### src/rtl/cpu_trace_buffer_if.sv
// Trace buffer bus: CPU sample inputs, capture control and the pop-side read port.
interface cpu_trace_buffer_if #(
    parameter int PC_W    = 32,
    parameter int INSTR_W = 32,
    parameter int DATA_W  = 32,
    parameter int DEPTH   = 16
);
    localparam int AW = $clog2(DEPTH);
    localparam int EW = PC_W + INSTR_W + DATA_W;

    logic [PC_W-1:0]    pc_i;
    logic [INSTR_W-1:0] instr_i;
    logic [DATA_W-1:0]  out_i;
    logic               arm_i;
    logic               trig_en_i;
    logic [PC_W-1:0]    trig_pc_i;
    logic [AW-1:0]      post_cnt_i;
    logic               rd_en_i;
    logic [EW-1:0]      rd_data_o;
    logic               rd_valid_o;
    logic               rd_empty_o;
    logic [AW:0]        count_o;
    logic [1:0]         state_o;
    logic               triggered_o;

    modport master (
        output pc_i, instr_i, out_i, arm_i, trig_en_i, trig_pc_i, post_cnt_i, rd_en_i,
        input  rd_data_o, rd_valid_o, rd_empty_o, count_o, state_o, triggered_o
    );

    modport slave (
        input  pc_i, instr_i, out_i, arm_i, trig_en_i, trig_pc_i, post_cnt_i, rd_en_i,
        output rd_data_o, rd_valid_o, rd_empty_o, count_o, state_o, triggered_o
    );
endinterface

### src/rtl/cpu_trace_buffer.sv
// CPU trace capture: ring buffer of {pc, instr, out} samples with PC-match
// trigger, post-trigger window, optional change-only capture and oldest-first readout.
module cpu_trace_buffer #(
    parameter int PC_W    = 32,
    parameter int INSTR_W = 32,
    parameter int DATA_W  = 32,
    parameter int DEPTH   = 16,
    parameter int MODE    = 0
) (
    input logic               clk,
    input logic               rst,
    cpu_trace_buffer_if.slave bus
);
    localparam int AW = $clog2(DEPTH);
    localparam int CW = AW + 1;
    localparam int EW = PC_W + INSTR_W + DATA_W;

    typedef enum logic [1:0] {
        S_IDLE = 2'd0,
        S_PRE  = 2'd1,
        S_POST = 2'd2,
        S_DONE = 2'd3
    } state_t;

    state_t            state_q;
    logic [AW-1:0]     wr_ptr_q, wr_ptr_d;
    logic [AW-1:0]     rd_ptr_q, rd_ptr_d;
    logic [CW-1:0]     count_q, count_d;
    logic [AW-1:0]     post_q;
    logic [DATA_W-1:0] prev_out_q;
    logic              first_q;
    logic              trig_q;
    logic [EW-1:0]     rd_data_q;
    logic              rd_valid_q;
    logic [EW-1:0]     mem_q [DEPTH];

    logic          trig_hit;
    logic          qual;
    logic          wr_en;
    logic          rd_pop;
    logic          full;
    logic [EW-1:0] sample;

    // Write/read qualification for this cycle; arm suppresses both.
    always_comb begin
        sample   = {bus.pc_i, bus.instr_i, bus.out_i};
        full     = (count_q == CW'(DEPTH));
        trig_hit = (state_q == S_PRE) && bus.trig_en_i && (bus.pc_i == bus.trig_pc_i);
        qual     = (MODE == 0) || first_q || (bus.out_i != prev_out_q);
        wr_en    = !bus.arm_i && (((state_q == S_PRE) && (qual || trig_hit)) ||
                                  ((state_q == S_POST) && qual));
        rd_pop   = !bus.arm_i && (state_q == S_DONE) && bus.rd_en_i && (count_q != '0);
    end

    // Pointer/occupancy next state; a write into a full ring drops the oldest entry.
    always_comb begin
        wr_ptr_d = wr_ptr_q;
        rd_ptr_d = rd_ptr_q;
        count_d  = count_q;
        if (bus.arm_i) begin
            wr_ptr_d = '0;
            rd_ptr_d = '0;
            count_d  = '0;
        end else if (wr_en) begin
            wr_ptr_d = wr_ptr_q + 1'b1;
            if (full) rd_ptr_d = rd_ptr_q + 1'b1;
            else      count_d  = count_q + 1'b1;
        end else if (rd_pop) begin
            rd_ptr_d = rd_ptr_q + 1'b1;
            count_d  = count_q - 1'b1;
        end
    end

    // Capture FSM with registered read port and trigger flag.
    always_ff @(posedge clk or posedge rst) begin
        if (rst) begin
            state_q    <= S_IDLE;
            wr_ptr_q   <= '0;
            rd_ptr_q   <= '0;
            count_q    <= '0;
            post_q     <= '0;
            prev_out_q <= '0;
            first_q    <= 1'b0;
            trig_q     <= 1'b0;
            rd_data_q  <= '0;
            rd_valid_q <= 1'b0;
        end else begin
            wr_ptr_q   <= wr_ptr_d;
            rd_ptr_q   <= rd_ptr_d;
            count_q    <= count_d;
            prev_out_q <= bus.out_i;
            rd_valid_q <= 1'b0;
            if (bus.arm_i) begin
                state_q <= S_PRE;
                trig_q  <= 1'b0;
                // The field is AW bits wide, so it can never exceed DEPTH-1.
                post_q  <= bus.post_cnt_i;
                first_q <= 1'b1;
            end else begin
                first_q <= 1'b0;
                case (state_q)
                    S_PRE: begin
                        if (trig_hit) begin
                            trig_q  <= 1'b1;
                            state_q <= (post_q == '0) ? S_DONE : S_POST;
                        end
                    end
                    S_POST: begin
                        if (wr_en) begin
                            post_q <= post_q - 1'b1;
                            if (post_q == AW'(1)) state_q <= S_DONE;
                        end
                    end
                    S_DONE: begin
                        if (rd_pop) begin
                            rd_data_q  <= mem_q[rd_ptr_q];
                            rd_valid_q <= 1'b1;
                        end
                    end
                    default: ;
                endcase
            end
        end
    end

    // Sample storage; contents after reset are don't-care since count is cleared.
    always_ff @(posedge clk) begin
        if (wr_en) mem_q[wr_ptr_q] <= sample;
    end

    assign bus.rd_data_o   = rd_data_q;
    assign bus.rd_valid_o  = rd_valid_q;
    assign bus.rd_empty_o  = (count_q == '0);
    assign bus.count_o     = count_q;
    assign bus.state_o     = state_q;
    assign bus.triggered_o = trig_q;
endmodule

### src/flat_wrapper.sv
// flat-port wrapper written by rule: the top's interface ports become plain ports
module cpu_trace_buffer_flat 
#(
    parameter int PC_W    = 32,
    parameter int INSTR_W = 32,
    parameter int DATA_W  = 32,
    parameter int DEPTH   = 16,
    parameter int MODE    = 0
)
  (clk, rst, bus_pc_i, bus_instr_i, bus_out_i, bus_arm_i, bus_trig_en_i, bus_trig_pc_i, bus_post_cnt_i, bus_rd_en_i, bus_rd_data_o, bus_rd_valid_o, bus_rd_empty_o, bus_count_o, bus_state_o, bus_triggered_o);
  cpu_trace_buffer_if #(.PC_W(PC_W), .INSTR_W(INSTR_W), .DATA_W(DATA_W), .DEPTH(DEPTH)) bus_i ();
  input logic clk;
  input logic rst;
  input wire logic [$bits(bus_i.pc_i)-1:0] bus_pc_i;
  input wire logic [$bits(bus_i.instr_i)-1:0] bus_instr_i;
  input wire logic [$bits(bus_i.out_i)-1:0] bus_out_i;
  input wire logic [$bits(bus_i.arm_i)-1:0] bus_arm_i;
  input wire logic [$bits(bus_i.trig_en_i)-1:0] bus_trig_en_i;
  input wire logic [$bits(bus_i.trig_pc_i)-1:0] bus_trig_pc_i;
  input wire logic [$bits(bus_i.post_cnt_i)-1:0] bus_post_cnt_i;
  input wire logic [$bits(bus_i.rd_en_i)-1:0] bus_rd_en_i;
  output wire logic [$bits(bus_i.rd_data_o)-1:0] bus_rd_data_o;
  output wire logic [$bits(bus_i.rd_valid_o)-1:0] bus_rd_valid_o;
  output wire logic [$bits(bus_i.rd_empty_o)-1:0] bus_rd_empty_o;
  output wire logic [$bits(bus_i.count_o)-1:0] bus_count_o;
  output wire logic [$bits(bus_i.state_o)-1:0] bus_state_o;
  output wire logic [$bits(bus_i.triggered_o)-1:0] bus_triggered_o;
  assign bus_i.pc_i = bus_pc_i;
  assign bus_i.instr_i = bus_instr_i;
  assign bus_i.out_i = bus_out_i;
  assign bus_i.arm_i = bus_arm_i;
  assign bus_i.trig_en_i = bus_trig_en_i;
  assign bus_i.trig_pc_i = bus_trig_pc_i;
  assign bus_i.post_cnt_i = bus_post_cnt_i;
  assign bus_i.rd_en_i = bus_rd_en_i;
  assign bus_rd_data_o = bus_i.rd_data_o;
  assign bus_rd_valid_o = bus_i.rd_valid_o;
  assign bus_rd_empty_o = bus_i.rd_empty_o;
  assign bus_count_o = bus_i.count_o;
  assign bus_state_o = bus_i.state_o;
  assign bus_triggered_o = bus_i.triggered_o;
  cpu_trace_buffer #(.PC_W(PC_W), .INSTR_W(INSTR_W), .DATA_W(DATA_W), .DEPTH(DEPTH), .MODE(MODE)) u_core (.clk(clk), .rst(rst), .bus(bus_i));
endmodule
### config.mk
export PLATFORM = sky130hd
export DESIGN_NAME = cpu_trace_buffer_flat
export DESIGN_NICKNAME = d
export VERILOG_FILES = /design/src/rtl/cpu_trace_buffer_if.sv /design/src/rtl/cpu_trace_buffer.sv /design/src/flat_wrapper.sv
export SDC_FILE = /design/constraint.sdc
export NUM_CORES = 2
export LEC_CHECK = 0
export BUFFER_PORTS_ARGS = -buffer_cell sky130_fd_sc_hd__buf_2
export CAP_MARGIN = 10
export CELL_PAD_IN_SITES_DETAIL_PLACEMENT = 0
export CELL_PAD_IN_SITES_GLOBAL_PLACEMENT = 1
export CORE_MARGIN = 5
export CORE_UTILIZATION = 55
export DETAILED_ROUTE_END_ITERATION = 12
export GPL_ROUTABILITY_DRIVEN = 0
export PLACE_DENSITY_LB_ADDON = 0.1
export SLEW_MARGIN = 30
export SYNTH_ARGS = -nofsm -noshare
export SYNTH_HDL_FRONTEND = slang
export SYNTH_SLANG_ARGS = --single-unit
### constraint.sdc
create_clock -name clk -period 7.5 [get_ports clk]
set_input_delay 0.375 -clock clk [delete_from_list [all_inputs] [get_ports clk]]
set_output_delay 0.375 -clock clk [all_outputs]
set_load 0.01 [all_outputs]
==> results.py <==
metrics = {
    "sta": {
        "period_needed_ns": 4.019,
        "worstMarginPinSlew_ns": 0.9809,
        "rsz0062_at_grt": "no",
        "maxSlewHeadroom": 0.3461,
        "slew_viol_final": 0,
        "setup_viol_count_final": 0,
        "finClkSkew_ns": 0.02260,
        "final_hold_viol_count": 0,
        "setup_tns_ns": 0,
        "period_share": 0.5359,
        "fmax_ghz": 0.2488,
    },
    "run": {
        "max_cap_viol_count": 0,
    },
    "logic_synthesis": {
        "async_reset_ff_frac": 0.07078,
        "synth_edf_count": 1536,
        "synthMuxAreaShare": 0.1759,
        "syn_avg_cell_area_um2": 23.71,
        "synth_area_mm2": 0.06289,
        "synth_top_cell_area_share": 0.7334,
        "synthAdderAreaFrac": 0.003103,
        "synth_most_common_cell": "edfxtp_1",
        "synth_warnings": 0,
        "postSynthCellCount": 2653,
        "syn_nets": 2805,
        "synth-seq-cells": 1653,
        "synth-xor-area-share": 0.006267,
        "synth-simple-area-share": 0.009270,
        "synth_flop_cell": "edfxtp_1",
        "synth_top_family_by_area": "multiplexers",
        "synth_seq_area_share": 0.7799,
        "synth_area_leaders": "edfxtp_1 (73%), mux4_2 (15%), dfrtp_1 (4.7%)",
        "ys_types": 41,
        "ys_top_cells_by_count": "edfxtp_1 (1536), mux4_2 (432), dfrtp_1 (117)",
        "synth-compound-area-share": 0.01235,
        "synth_area_leader_cell": "edfxtp_1",
    },
    "power_and_ir_drop": {
        "powerDensity_mw_per_mm2": 323.8,
        "p_leak_nw": 23.61,
        "vdd_drop_max_mv": 0.2308,
    },
    "placement": {
        "dpl.hpwl_um": 80390,
        "postPlaceCellArea_mm2": 0.06591,
        "port-buffer-count": 242,
    },
    "global_route": {
        "grtUsageTotal": 0.2411,
        "antenna_found_initial": 5,
        "grt-ovfl-total": 0,
        "grt_max_degree": 131,
        "grt_pass1_vias": 31138,
        "grt_pass1_wl_um": 212600,
    },
    "clocking": {
        "cts_buffers": 162,
        "clock_path_buffers": 3,
        "clkLatencyLatePin_ns": 0.75,
        "cts_resized": 0,
        "hold_buffers": 81,
        "clkSinkCount": 1653,
        "cts_setup_buffers": 0,
        "cts_tree": "yes",
        "path_clk_slew_ns": 0.06,
        "htreeDepth": 4,
        "root_buffer": "clkbuf_16",
    },
    "drt": {
        "via_per_inst": 6.165,
        "wirelength_um": 144100,
        "wl_per_cell_um": 30.54,
        "drc": 0,
        "final_antenna_net_count": 0,
        "dr.pass1.iters": 7,
        "vias": 29087,
        "drt_iter0_drc": 2711,
    },
    "floorplanning": {
        "rows": 124,
        "die_w_um": 348.2,
        "fp.coreArea_mm2": 0.1140,
        "initial_utilization": 0.5515,
        "die_h_um": 348.2,
        "io-pin-count": 243,
        "design.die.area_mm2": 0.1212,
    },
    "critical_path": {
        "critical_path_arrival_ns": 4.38,
        "worstPathRequired_ns": 7.86,
        "end_kind": "flop",
        "worstSetupStartpointType": "flop",
        "crit_type": "reg -> reg",
        "critPathMaxFanout": 45,
    },
    "finish": {
        "syn_to_final_growth_pct": 15.06,
        "drive_above_1_share": 0.3350,
        "fin_nets": 3217,
        "final_area_mm2": 0.07236,
    },
    "hold_path": {
        "hp-class": "in -> reg",
    },
    "outcome": {
        "outcome": "finished, final reports clean",
    },
}
==> cells in the final DEF, fill, tap and decap left out, types with 6 or more instances in the layout <==
cell type,synthesis,final
edfxtp_1,1536,1536
mux4_2,432,432
buf_2,16,242
clkbuf_16,0,166
dfrtp_1,117,114
dlygate4sd3_1,0,81
mux2_2,72,72
nand2_1,63,63
mux2i_1,51,51
o21ai_1,49,49
o221ai_1,48,48
clkbuf_1,60,47
buf_4,8,38
xor2_1,33,33
bufinv_16,0,21
clkinv_2,0,21
clkbuf_8,0,19
nor2_1,16,16
and2_4,0,16
ha_1,14,14
buf_12,0,14
xnor2_1,12,12
clkinv_1,0,12
inv_1,11,10
nor4_1,8,8
inv_6,0,8
o21ai_0,6,6
==> critical path, cell delays in order (launching register included) <==
cell	delay [ns]
dfrtp_1	0.40
inv_1	0.08
ha_1	0.53
or2_2	0.47
nor3_1	0.40
and2_4	0.68
buf_12	0.28
buf_4	0.72
==> layout make-up <==
class / count / area (um^2)
multi-input cells: 854 / 13060
clock inverters: 70 / 944.7
fillers: 7633 / 41670
clock buffers: 232 / 4592
repair buffers: 381 / 2736
flip-flops and latches: 1653 / 49060
well taps: 1512 / 1892
diodes: 3 / 7.507
inverters: 13 / 66.31
==> power by group <==
part	leakage [nW]	total, mW	internal [mW]	switching (mW)
logic	5.57	4.19	2.12	2.07
clock network	2.70	8.36	5.00	3.36
registers	15.3	10.9	10.6	0.332
total	23.6	23.4	17.7	5.76
==> sequential cells by signal, indices dropped and copies added, names as in the netlist <==
register	count
u_core.post_q	4
u_core.wr_ptr_q	4
u_core.bus.state_o	2
u_core.rd_ptr_q	4
u_core.bus.rd_data_o	96
u_core.bus.rd_valid_o	1
u_core.bus.count_o	5
u_core.bus.triggered_o	1
u_core.mem_q	1536
==> worst paths after layout <==
| path | cells past startpoint | slack [ns] | to | start |
|---|---|---|---|---|
| worst max-delay path | 7 | 3.48 | u_core.mem_q[2][38]$_DFFE_PP_ | u_core.bus.state_o[0]$_DFFE_PP0P_ |
| min in group asynchronous | 3 | 0.26 | u_core.bus.rd_data_o[23]$_DFFE_PP0P_ | rst |
| worst min register to register | 2 | 0.48 | u_core.bus.rd_data_o[64]$_DFFE_PP0P_ | u_core.bus.rd_data_o[64]$_DFFE_PP0P_ |
| worst max register to register | 7 | 3.48 | u_core.mem_q[2][38]$_DFFE_PP_ | u_core.bus.state_o[0]$_DFFE_PP0P_ |
| worst min-delay path | 1 | 0.05 | u_core.mem_q[12][87]$_DFFE_PP_ | bus_pc_i[23] |
| max in group asynchronous | 5 | 6.01 | u_core.bus.rd_data_o[85]$_DFFE_PP0P_ | rst |
==> routing by layer <==
layer	track usage	wire [um]
met1	0.3352	58170
met2	0.4057	74210
met3	0.03920	8268
met4	0.06647	3431
met5	0	21
==> logic make-up after synthesis <==
logic type | Yosys count
AOI/OAI and AO/OA | 114
xor gates and xnor gates | 45
DFF | 1653
buffers and inverters | 146
muxes | 556
and+or+nand+nor | 124
adders and majority gates | 15
==> metrics by stage <==
| step | setup WS (ns) | total power, mW | hold WS, ns | utilization | cells |
|---|---|---|---|---|---|
| 6_report | 3.481 | 23.44 | 0.04739 | 0.6346 | 4718 |
| 5_1_grt | 3.379 | 24.36 | 0.02553 | 0.6345 | 4716 |
| 4_1_cts | 3.332 | 23.69 | 0.0006902 | 0.6336 | 4710 |
| 3_5_place_dp | 3.359 | 15.31 | 0.4701 | 0.5780 | 4327 |
| 3_3_place_gp | 3.407 | 15.22 | 0.4731 | 0.5759 | 4317 |
| 2_1_floorplan | 3.097 | 13.95 | 0.4739 | - | 2653 |
No activity file was read; power rests on OpenSTA's default activity.
